===== config.mk =====
export PLATFORM = sky130hd
export DESIGN_NAME = bar_move_scheduler
export DESIGN_NICKNAME = d
export VERILOG_FILES = /design/src/rtl/bar_pkg.sv /design/src/rtl/key_repeat.sv /design/src/rtl/bar_move_scheduler.sv
export SDC_FILE = /design/constraint.sdc
export NUM_CORES = 1
export LEC_CHECK = 0
export CAP_MARGIN = 20
export CORE_UTILIZATION = 41
export DETAILED_ROUTE_END_ITERATION = 8
export PLACE_DENSITY = 0.59
export RECOVER_POWER = 25
export SYNTH_ARGS = -nofsm -noshare
export SYNTH_HDL_FRONTEND = slang
export SYNTH_SLANG_ARGS = --single-unit

===== constraint.sdc =====
create_clock -name CLOCK_50 -period 3.04 [get_ports CLOCK_50]
set_clock_uncertainty 0.15 [all_clocks]
set_input_delay 0.456 -clock CLOCK_50 [delete_from_list [all_inputs] [get_ports CLOCK_50]]
set_output_delay 0.456 -clock CLOCK_50 [all_outputs]
set_load 0.1 [all_outputs]

===== src/rtl/bar_pkg.sv =====
// rtl/bar_pkg.sv - direction indices, screen bounds and arbiter helper for the bar move scheduler
package bar_pkg;

  localparam int DIR_L = 0;
  localparam int DIR_R = 1;
  localparam int DIR_U = 2;
  localparam int DIR_D = 3;

  localparam int STEP_PX  = 16;
  localparam int SCREEN_W = 640;
  localparam int SCREEN_H = 480;

  // A step is refused when it would push the bar partly off screen.
  localparam logic [9:0] LEFT_MIN   = 10'(STEP_PX);
  localparam logic [9:0] RIGHT_MAX  = 10'(SCREEN_W - STEP_PX - 1);
  localparam logic [9:0] TOP_MIN    = 10'(STEP_PX);
  localparam logic [9:0] BOTTOM_MAX = 10'(SCREEN_H - STEP_PX - 1);

  typedef enum logic [1:0] {
    RPT_IDLE   = 2'd0,
    RPT_DELAY  = 2'd1,
    RPT_REPEAT = 2'd2
  } rpt_state_e;

  function automatic logic [1:0] rr_pick(input logic [3:0] avail, input logic [1:0] ptr);
    logic [1:0] idx;
    logic [1:0] pick;
    pick = ptr;
    for (int i = 3; i >= 0; i--) begin
      idx = ptr + 2'(i);
      if (avail[idx]) pick = idx;
    end
    return pick;
  endfunction

endpackage


===== src/rtl/key_repeat.sv =====
// rtl/key_repeat.sv - per-key synchroniser, debouncer and auto-repeat FSM emitting 1-cycle request pulses
module key_repeat
  import bar_pkg::*;
#(
  parameter int DEBOUNCE_CYC = 500000,
  parameter int FIRST_DELAY  = 12500000,
  parameter int REPEAT_CYC   = 4000000,
  parameter int CNT_W        = 32
) (
  input  logic clk,
  input  logic rst_n,
  input  logic flush,
  input  logic key_n,
  output logic req
);

  logic             s1_q, s1_d, s2_q, s2_d;
  logic             deb_q, deb_d;
  logic [CNT_W-1:0] dcnt_q, dcnt_d;
  logic [CNT_W-1:0] rcnt_q, rcnt_d;
  rpt_state_e       state_q, state_d;
  logic             pressed;

  assign pressed = ~deb_q;

  always_comb begin
    s1_d   = key_n;
    s2_d   = s1_q;
    deb_d  = deb_q;
    dcnt_d = '0;
    if (s2_q != deb_q) begin
      if (dcnt_q == CNT_W'(DEBOUNCE_CYC - 1)) deb_d = s2_q;
      else dcnt_d = dcnt_q + 1'b1;
    end
  end

  // Release wins over any pending repeat so no request escapes after the key goes up.
  always_comb begin
    state_d = state_q;
    rcnt_d  = rcnt_q;
    req     = 1'b0;
    if (flush || !pressed) begin
      state_d = RPT_IDLE;
      rcnt_d  = '0;
    end else begin
      case (state_q)
        RPT_IDLE: begin
          req     = 1'b1;
          state_d = RPT_DELAY;
          rcnt_d  = '0;
        end
        RPT_DELAY: begin
          if (rcnt_q == CNT_W'(FIRST_DELAY - 1)) begin
            req     = 1'b1;
            state_d = RPT_REPEAT;
            rcnt_d  = '0;
          end else begin
            rcnt_d = rcnt_q + 1'b1;
          end
        end
        RPT_REPEAT: begin
          if (rcnt_q == CNT_W'(REPEAT_CYC - 1)) begin
            req    = 1'b1;
            rcnt_d = '0;
          end else begin
            rcnt_d = rcnt_q + 1'b1;
          end
        end
        default: begin
          state_d = RPT_IDLE;
          rcnt_d  = '0;
        end
      endcase
    end
  end

  always_ff @(posedge clk or negedge rst_n) begin
    if (!rst_n) begin
      s1_q    <= 1'b1;
      s2_q    <= 1'b1;
      deb_q   <= 1'b1;
      dcnt_q  <= '0;
      rcnt_q  <= '0;
      state_q <= RPT_IDLE;
    end else begin
      s1_q    <= s1_d;
      s2_q    <= s2_d;
      deb_q   <= deb_d;
      dcnt_q  <= dcnt_d;
      rcnt_q  <= rcnt_d;
      state_q <= state_d;
    end
  end

endmodule


===== src/rtl/bar_move_scheduler.sv =====
// rtl/bar_move_scheduler.sv - key-to-step scheduler with edge masking and RR arbitration
// Optional diagonal steps when BAR_DIAG_EN is defined.
module bar_move_scheduler
  import bar_pkg::*;
#(
  parameter int DEBOUNCE_CYC = 500000,
  parameter int FIRST_DELAY  = 12500000,
  parameter int REPEAT_CYC   = 4000000,
  parameter int CNT_W        = 32
) (
  input  logic       CLOCK_50,
  input  logic       reset,
  input  logic       game_state,
  input  logic       keyLeft,
  input  logic       keyRight,
  input  logic       keyUp,
  input  logic       keyDown,
  input  logic [9:0] bar_leftLimit,
  input  logic [9:0] bar_rightLimit,
  input  logic [9:0] bar_topLimit,
  input  logic [9:0] bar_bottomLimit,
  output logic       step_valid,
  output logic [3:0] step_dir,
  input  logic       step_ready
);

  logic [3:0] req_vec, blocked, conflict, merged, avail, grant;
  logic [3:0] pending_q, pending_d;
  logic [3:0] step_dir_q, step_dir_d;
  logic       step_valid_q, step_valid_d;
  logic [1:0] ptr_q, ptr_d;
  logic [1:0] pick;
  logic [3:0] keys_n;

  assign keys_n = {keyDown, keyUp, keyRight, keyLeft};

  for (genvar g = 0; g < 4; g++) begin : g_key
    key_repeat #(
      .DEBOUNCE_CYC(DEBOUNCE_CYC),
      .FIRST_DELAY (FIRST_DELAY),
      .REPEAT_CYC  (REPEAT_CYC),
      .CNT_W       (CNT_W)
    ) u_key (
      .clk  (CLOCK_50),
      .rst_n(reset),
      .flush(game_state),
      .key_n(keys_n[g]),
      .req  (req_vec[g])
    );
  end

  always_comb begin
    blocked        = '0;
    blocked[DIR_L] = bar_leftLimit < LEFT_MIN;
    blocked[DIR_R] = bar_rightLimit > RIGHT_MAX;
    blocked[DIR_U] = bar_topLimit < TOP_MIN;
    blocked[DIR_D] = bar_bottomLimit > BOTTOM_MAX;
  end

  // Opposing requests cancel each other rather than being issued in either order.
  always_comb begin
    merged          = pending_q | req_vec;
    conflict        = '0;
    conflict[DIR_L] = merged[DIR_L] & merged[DIR_R];
    conflict[DIR_R] = merged[DIR_L] & merged[DIR_R];
    conflict[DIR_U] = merged[DIR_U] & merged[DIR_D];
    conflict[DIR_D] = merged[DIR_U] & merged[DIR_D];
    avail           = pending_q & ~blocked;
  end

  always_comb begin
    grant = '0;
    ptr_d = ptr_q;
    pick  = rr_pick(avail, ptr_q);
    if (!step_valid_q && !game_state && avail != 4'b0000) begin
`ifdef BAR_DIAG_EN
      if ((avail[DIR_L] | avail[DIR_R]) && (avail[DIR_U] | avail[DIR_D])) begin
        grant[DIR_L] = avail[DIR_L];
        grant[DIR_R] = avail[DIR_R] & ~avail[DIR_L];
        grant[DIR_U] = avail[DIR_U];
        grant[DIR_D] = avail[DIR_D] & ~avail[DIR_U];
        ptr_d        = avail[DIR_U] ? 2'(DIR_D) : 2'(DIR_L);
      end else begin
        grant = 4'b0001 << pick;
        ptr_d = pick + 2'd1;
      end
`else
      grant = 4'b0001 << pick;
      ptr_d = pick + 2'd1;
`endif
    end
  end

  always_comb begin
    step_valid_d = step_valid_q;
    step_dir_d   = step_dir_q;
    if (game_state) begin
      step_valid_d = 1'b0;
      step_dir_d   = '0;
    end else if (grant != 4'b0000) begin
      step_valid_d = 1'b1;
      step_dir_d   = grant;
    end else if (step_valid_q && step_ready) begin
      step_valid_d = 1'b0;
      step_dir_d   = '0;
    end
    pending_d = game_state ? 4'b0000 : (merged & ~blocked & ~conflict & ~grant);
  end

  always_ff @(posedge CLOCK_50 or negedge reset) begin
    if (!reset) begin
      pending_q    <= '0;
      step_dir_q   <= '0;
      step_valid_q <= 1'b0;
      ptr_q        <= 2'(DIR_L);
    end else begin
      pending_q    <= pending_d;
      step_dir_q   <= step_dir_d;
      step_valid_q <= step_valid_d;
      ptr_q        <= ptr_d;
    end
  end

  assign step_valid = step_valid_q;
  assign step_dir   = step_dir_q;

endmodule


; ---- Yosys cells after proc, flatten, opt, wreduce, memory -nomap -nowiden
; Cells that the tools add are included.
[totals]
ff_bits = 287
output_inout_bits = 5
[op_classes]
addsub = 12
magnitude_cmp = 8
eq_ne = 32
n_shift = 1
n_mux = 72
n_bitwise = 10
n_reduce_logical = 24
[ops]
columns = op, n
row1 = 32-bit 2-to-1 mux, 20
row2 = "32-bit by 1-bit adder with 32-bit output, second input constant", 8
row3 = 32-bit one-hot mux with 2 select lines, 4
row4 = "32-bit by 19-bit equality test with 1-bit output, second input constant", 4
row5 = "32-bit by 22-bit equality test with 1-bit output, second input constant", 4
row6 = "32-bit by 24-bit equality test with 1-bit output, second input constant", 4
row7 = 2-bit 2-to-1 mux, 12
row8 = 2-bit one-hot mux with 3 select lines, 4
row9 = "10-bit by 5-bit < comparator with 1-bit output, second input constant", 2
row10 = 4-bit 2-to-1 mux, 5
row11 = 1-bit 2-to-1 mux, 19
row12 = 4-bit AND, 4
row13 = 2-bit AND reduction, 8
row14 = "2-bit by 3-bit < comparator with 1-bit output, second input constant", 4
row15 = "3-bit by 1-bit inequality test with 1-bit output, second input constant", 4
row16 = 4-bit inverter, 3
row17 = 1-bit one-hot mux with 3 select lines, 4
row18 = "10-bit > comparator, second input constant", 1
row19 = "10-bit by 9-bit > comparator with 1-bit output, second input constant", 1
row20 = 1-bit binary-select mux with 2-bit select, 4
row21 = "2-bit by 1-bit equality test with 1-bit output, second input constant", 4
row22 = "2-bit equality test, second input constant", 4
row23 = 2-bit zero test, 4
row24 = "2-bit by 1-bit inequality test with 1-bit output, second input constant", 4
row25 = 11 further kinds, 24

; ---- Logic depth before layout (Yosys ltp)
[depth]
word_depth = 14
depth_mapped = 9
ltp_nobuf = 9

; ---- Cells and area by module
; A second synthesis with hierarchy kept.
[hier_totals]
hier_cells = 1531
hier_area_um2 = 15154.5
[modules_own_cells]
columns = mod, instances, cells_each, area_per_inst_um2, seq_area_each_um2
row1 = key_repeat (g_key[0].u_key ...), 3, 361, 3606.0, 1730.4
row2 = key_repeat (g_key[3].u_key), 1, 365, 3533.4, 1730.4
row3 = bar_move_scheduler, 1, 83, 803.3, 275.3

; ---- Worst setup path after synthesis
; No wires, ideal clock.
[synth_path]
kind = input to register
from = input bar_leftLimit[9]
to = register step_dir_q[0] (netlist: step_dir[0])
arrival_ns = 2.973
t_required_ns = 2.821
setup_slack_ns = -0.152
path_stages = 8
n_path_buf = 0
path_cell_list = nor4_1 -> a21boi_0 -> o311ai_0 -> o211ai_1 -> ha_1 -> or4_1 -> a221oi_1 -> a22o_1
[synth_between]
elab_chain_len = 14
[synth_rtl]
columns = item, line
row1 = start: declaration, bar_move_scheduler.sv:18  ; input logic [9:0] bar_leftLimit,
row2 = 10-bit by 5-bit < comparator with 1-bit output (*), bar_move_scheduler.sv:54  ; blocked[DIR_L] = bar_leftLimit < LEFT_MIN;
row3 = 4-bit inverter (*), bar_move_scheduler.sv:68  ; avail = pending_q & ~blocked;
row4 = 4-bit AND (*), bar_move_scheduler.sv:68
row5 = 1-bit binary-select mux with 2-bit select, bar_pkg.sv:31  ; if (avail[idx]) pick = idx;
row6 = 1-bit 2-to-1 mux (implied by the code), bar_pkg.sv:31
row7 = 2-bit 2-to-1 mux (4 in series), bar_pkg.sv:31
row8 = 1-bit by 2-bit << shifter with 4-bit output, bar_move_scheduler.sv:88  ; grant = 4'b0001 << pick;
row9 = 4-bit 2-to-1 mux (*), bar_move_scheduler.sv:75  ; if (!step_valid_q && !game_state && avail != 4'b0000) begin
row10 = 4-bit nonzero test, bar_move_scheduler.sv:100  ; end else if (grant != 4'b0000) begin
row11 = 4-bit 2-to-1 mux, bar_move_scheduler.sv:100
row12 = 4-bit 2-to-1 mux, bar_move_scheduler.sv:97  ; if (game_state) begin
row13 = end signal: assignment, bar_move_scheduler.sv:118  ; step_dir_q <= step_dir_d;
row14 = end: declaration, bar_move_scheduler.sv:29  ; logic [3:0] step_dir_q, step_dir_d;
; Mark *: on every way between the ends. The rest lies on a longest branch, timed or not. The select of a mux whose other input is x is not followed.
; A chain may end at the register's enable or synchronous reset.

; ---- Final worst setup path
[layout_path]
from = input bar_leftLimit[5]
to = register step_dir_q[2] (netlist: step_dir[2])
; The elaborated chain is that of the path after synthesis.

==> summary.txt <==
Hold path
  – Hold Path End: g_key[2].u_key.s2_q
  – Hold path start: g_key[2].u_key.s1_q
  – Worst Hold Depth: 0
  – Hold Crit Class: register to register

CTS
  – CTS Buf Count: 35
  – CTS tree: built
  – Clock root buffer: clkbuf_16
  – H-tree Lvls: 2
  – Reg clk slew, reported paths: 0.06 ns
  – Worst-Skew Late Latency: 0.52 ns
  – CTS sink count: 287
  – Max Buffers Root-to-Sink: 3

Timing
  – WHS: 0.204 ns
  – Min cycle time layout: 2.93 ns
  – Worst Tran Pin Value: 1.92 ns
  – Post-route setup slack: 0.112 ns
  – Achievable Freq: 342 MHz
  – Fin crit share: 96.3%
  – Slew Viols, Final: 72
  – Final hold vios: 0
  – Rel. slew slack: -27.9%
  – Final setup violating endpoints: 0

Floorplanning
  – Placeable Area: 35600 µm²
  – Die Height: 192 µm
  – Die area: 36900 µm²
  – Ports: 53
  – Starting Density: 41.7%
  – Chip width: 192 µm
  – Std cell rows: 69

Worst setup path
  – Worst r2r dst: step_dir[2]
  – Worst setup SP type: input pin
  – Worst path required time: 3.34 ns
  – FF-to-FF Start: pending_q[0]
  – Worst setup path class: input pin to register
  – CP endpoint kind: register
  – Reg2Reg Depth: 9
  – CP max FO: 4
  – R2R setup slack: 0.30 ns
  – CP arrival: 3.23 ns

Layout
  – Share of cells above drive strength 1: 8.68%
  – Design Area, Final: 17200 µm²
  – Final #Nets: 1691
  – Area grow syn2layout: 15.8%

Placed design
  – GPL Wtd Cong: 0.818
  – Placement Setup Slack: -0.655 ns
  – Port Buf Inserts: 36
  – DP Area: 15900 µm²
  – HPWL after DPL: 20400 µm

Global routing
  – Vias in the first global route: 10900
  – Initial antenna violation count: 0
  – Tot GR Track Use: 17.3%
  – First-pass GRT wire length: 53200 µm
  – Congestion Overflow GR: 0
  – Largest net degree at the start of global routing: 75

Logic synthesis
  – Synth top area cells: dfrtp_1 (46%), nor2_1 (7.4%), xnor2_1 (7.2%), xor2_1 (6.3%), nand4_1 (3.1%)
  – Async S/R FF share, synth: 100%
  – Most frequently used flop master after synthesis: dfrtp_1
  – Syn Nets: 1632
  – Sequential area share after synthesis: 48.5%
  – Number of synthesized flops with an enable pin: 0
  – Seq cells post-synth: 287
  – Most common cell in the netlist: nor2_1
  – Yosys cell types: 58
  – Commonest cells post-synth: nor2_1 (291), dfrtp_1 (275), xnor2_1 (122)
  – Largest area contributor in the netlist: dfrtp_1
  – YS warnings: 0
  – Syn Inst Count: 1552
  – Avg Inst Size Synth: 9.56 µm²
  – Synth top area share: 46.4%
  – Synthesized area: 14800 µm²

Power
  – Pwr/cell area: 574 nW/µm²
  – Maximum vdd drop: 0.000419 V
  – Flop pwr share: 41.4%
  – Clock power frac: 43.7%
  – Sw Share: 27.0%
  – Lkg Pwr: 0.00688 µW
  – P_int: 7190 µW
  – Net Switching: 2660 µW
  – Combinational fraction of design power: 14.9%

Detailed routing
  – Routed vias: 11200
  – Remaining DRCs: 0
  – Via/cell ratio: 5.32
  – Antenna Nets Post-Route: 0
  – Initial DRC Count: 645
  – DR pass1 iterations: 5
  – Final WL: 30600 µm
  – Mean routed wirelength per cell: 14.6 µm

Run status
  – Outcome: finished with violations
  – Failing checks: capacitance limit, slew limit

Job
  – Max_cap viols: 1
power groups by stage:
| stage | clock network (µW) | logic, µW | registers (µW) |
|---|---|---|---|
| 2_1_floorplan | 0 | 746 | 4280 |
| 3_3_place_gp | 0 | 1350 | 4140 |
| 3_5_place_dp | 0 | 1370 | 4140 |
| 4_1_cts | 4460 | 1400 | 4080 |
| 5_1_grt | 4590 | 1630 | 4100 |
| 6_report | 4310 | 1470 | 4080 |
repair_timing:
item / CTS / global route
gates cloned: 0 / 0
endpoints found under the setup margin: 4 / 5
hold endpoints to repair: 64 / 0
buffers inserted: 0 / 5
hold buffers: 1 / 0
gates resized for setup: 4 / 19
pin swaps: 2 / 11
state kept, by name, summed over array words and instances, names as in the netlist:
name / cells
g_key.u_key.rcnt_q: 128
step_dir: 4
pending_q: 4
g_key.u_key.s2_q: 4
g_key.u_key.s1_q: 4
ptr_q: 2
g_key.u_key.deb_q: 4
g_key.u_key.dcnt_q: 128
step_valid: 1
g_key.u_key.state_q: 8
critical path: stages:
cell and delay, ns:
clkdlybuf4s50_1 0.40, nor2_1 0.43, buf_4 0.21, a21bo_2 0.14, o21ai_0 0.10, o21a_1 0.24, ha_2 0.20, or4_4 0.53
a221oi_4 0.33, a22o_1 0.19
how the worst max path moves through the flow:
stage,start,slack [ns],end
2_1_floorplan,bar_leftLimit[9],0.03,step_dir[0]
3_3_place_gp,bar_leftLimit[9],-0.55,step_dir[3]
3_5_place_dp,bar_leftLimit[6],-0.66,step_dir[1]
4_1_cts,bar_bottomLimit[4],0.01,step_dir[2]
5_1_grt,bar_bottomLimit[4],-0.01,step_dir[1]
6_report,bar_leftLimit[5],0.11,step_dir[2]
layer usage:
layer | part of all wire, % | global-route usage [%]
met5 | 0 | 0
met3 | 3.2 | 2.89
met2 | 46 | 27.3
met4 | 2.4 | 5.39
met1 | 49 | 24.1
stage by stage:
step                      instances  utilization (%)  total power [µW]  setup TNS (ns)
after global placement         2030             44.6              5490           -2.53
final                          2098             48.3              9850               0
after global routing           2097             48.3             10300        -0.00965
after CTS                      2093             48.0              9940               0
after floorplan                1552                -              5030               0
after detailed placement       2030             44.6              5520           -3.19
layout by cell type (no fill, tap or decap), types with 10 or more instances in the layout:
cell,instances
o21ai_0,17
and4_1,39
dfstp_2,10
and3_1,42
ha_1,29
dfrtp_1,275
or3_1,16
nor2_1,291
nand4_1,73
clkbuf_16,36
a21oi_1,20
xor2_1,107
nand2_1,98
nand3_1,86
nor4b_1,15
nor3_1,48
buf_4,35
xnor2_1,122
nor4_1,56
inv_1,49
clkdlybuf4s50_1,20
cell families (layout without fill, tap and decap cells):
| family | count (synthesis) | after routing | share of synthesized area [%] |
|---|---|---|---|
| and+or+nand+nor | 807 | 807 | 27.6 |
| muxes | 12 | 12 | 0.860 |
| xor gates and xnor gates | 229 | 229 | 13.5 |
| buffers and inverters | 100 | 184 | 2.76 |
| AOI/OAI and AO/OA | 85 | 85 | 4.00 |
| DFF | 287 | 287 | 48.5 |
| adders and majority gates | 32 | 32 | 2.70 |
| other | 0 | 1 | 0 |
cell type report:
type	count	area (µm²)
Fill cell	3310	18400
Multi-Input combinational cell	1165	7310
Sequential cell	287	7200
Clock buffer	46	998
Timing Repair Buffer	73	689
Tap cell	461	577
Clock inverter	16	209
Inverter	49	184
Antenna cell	1	2.50
(Power assumes the default switching activity.)
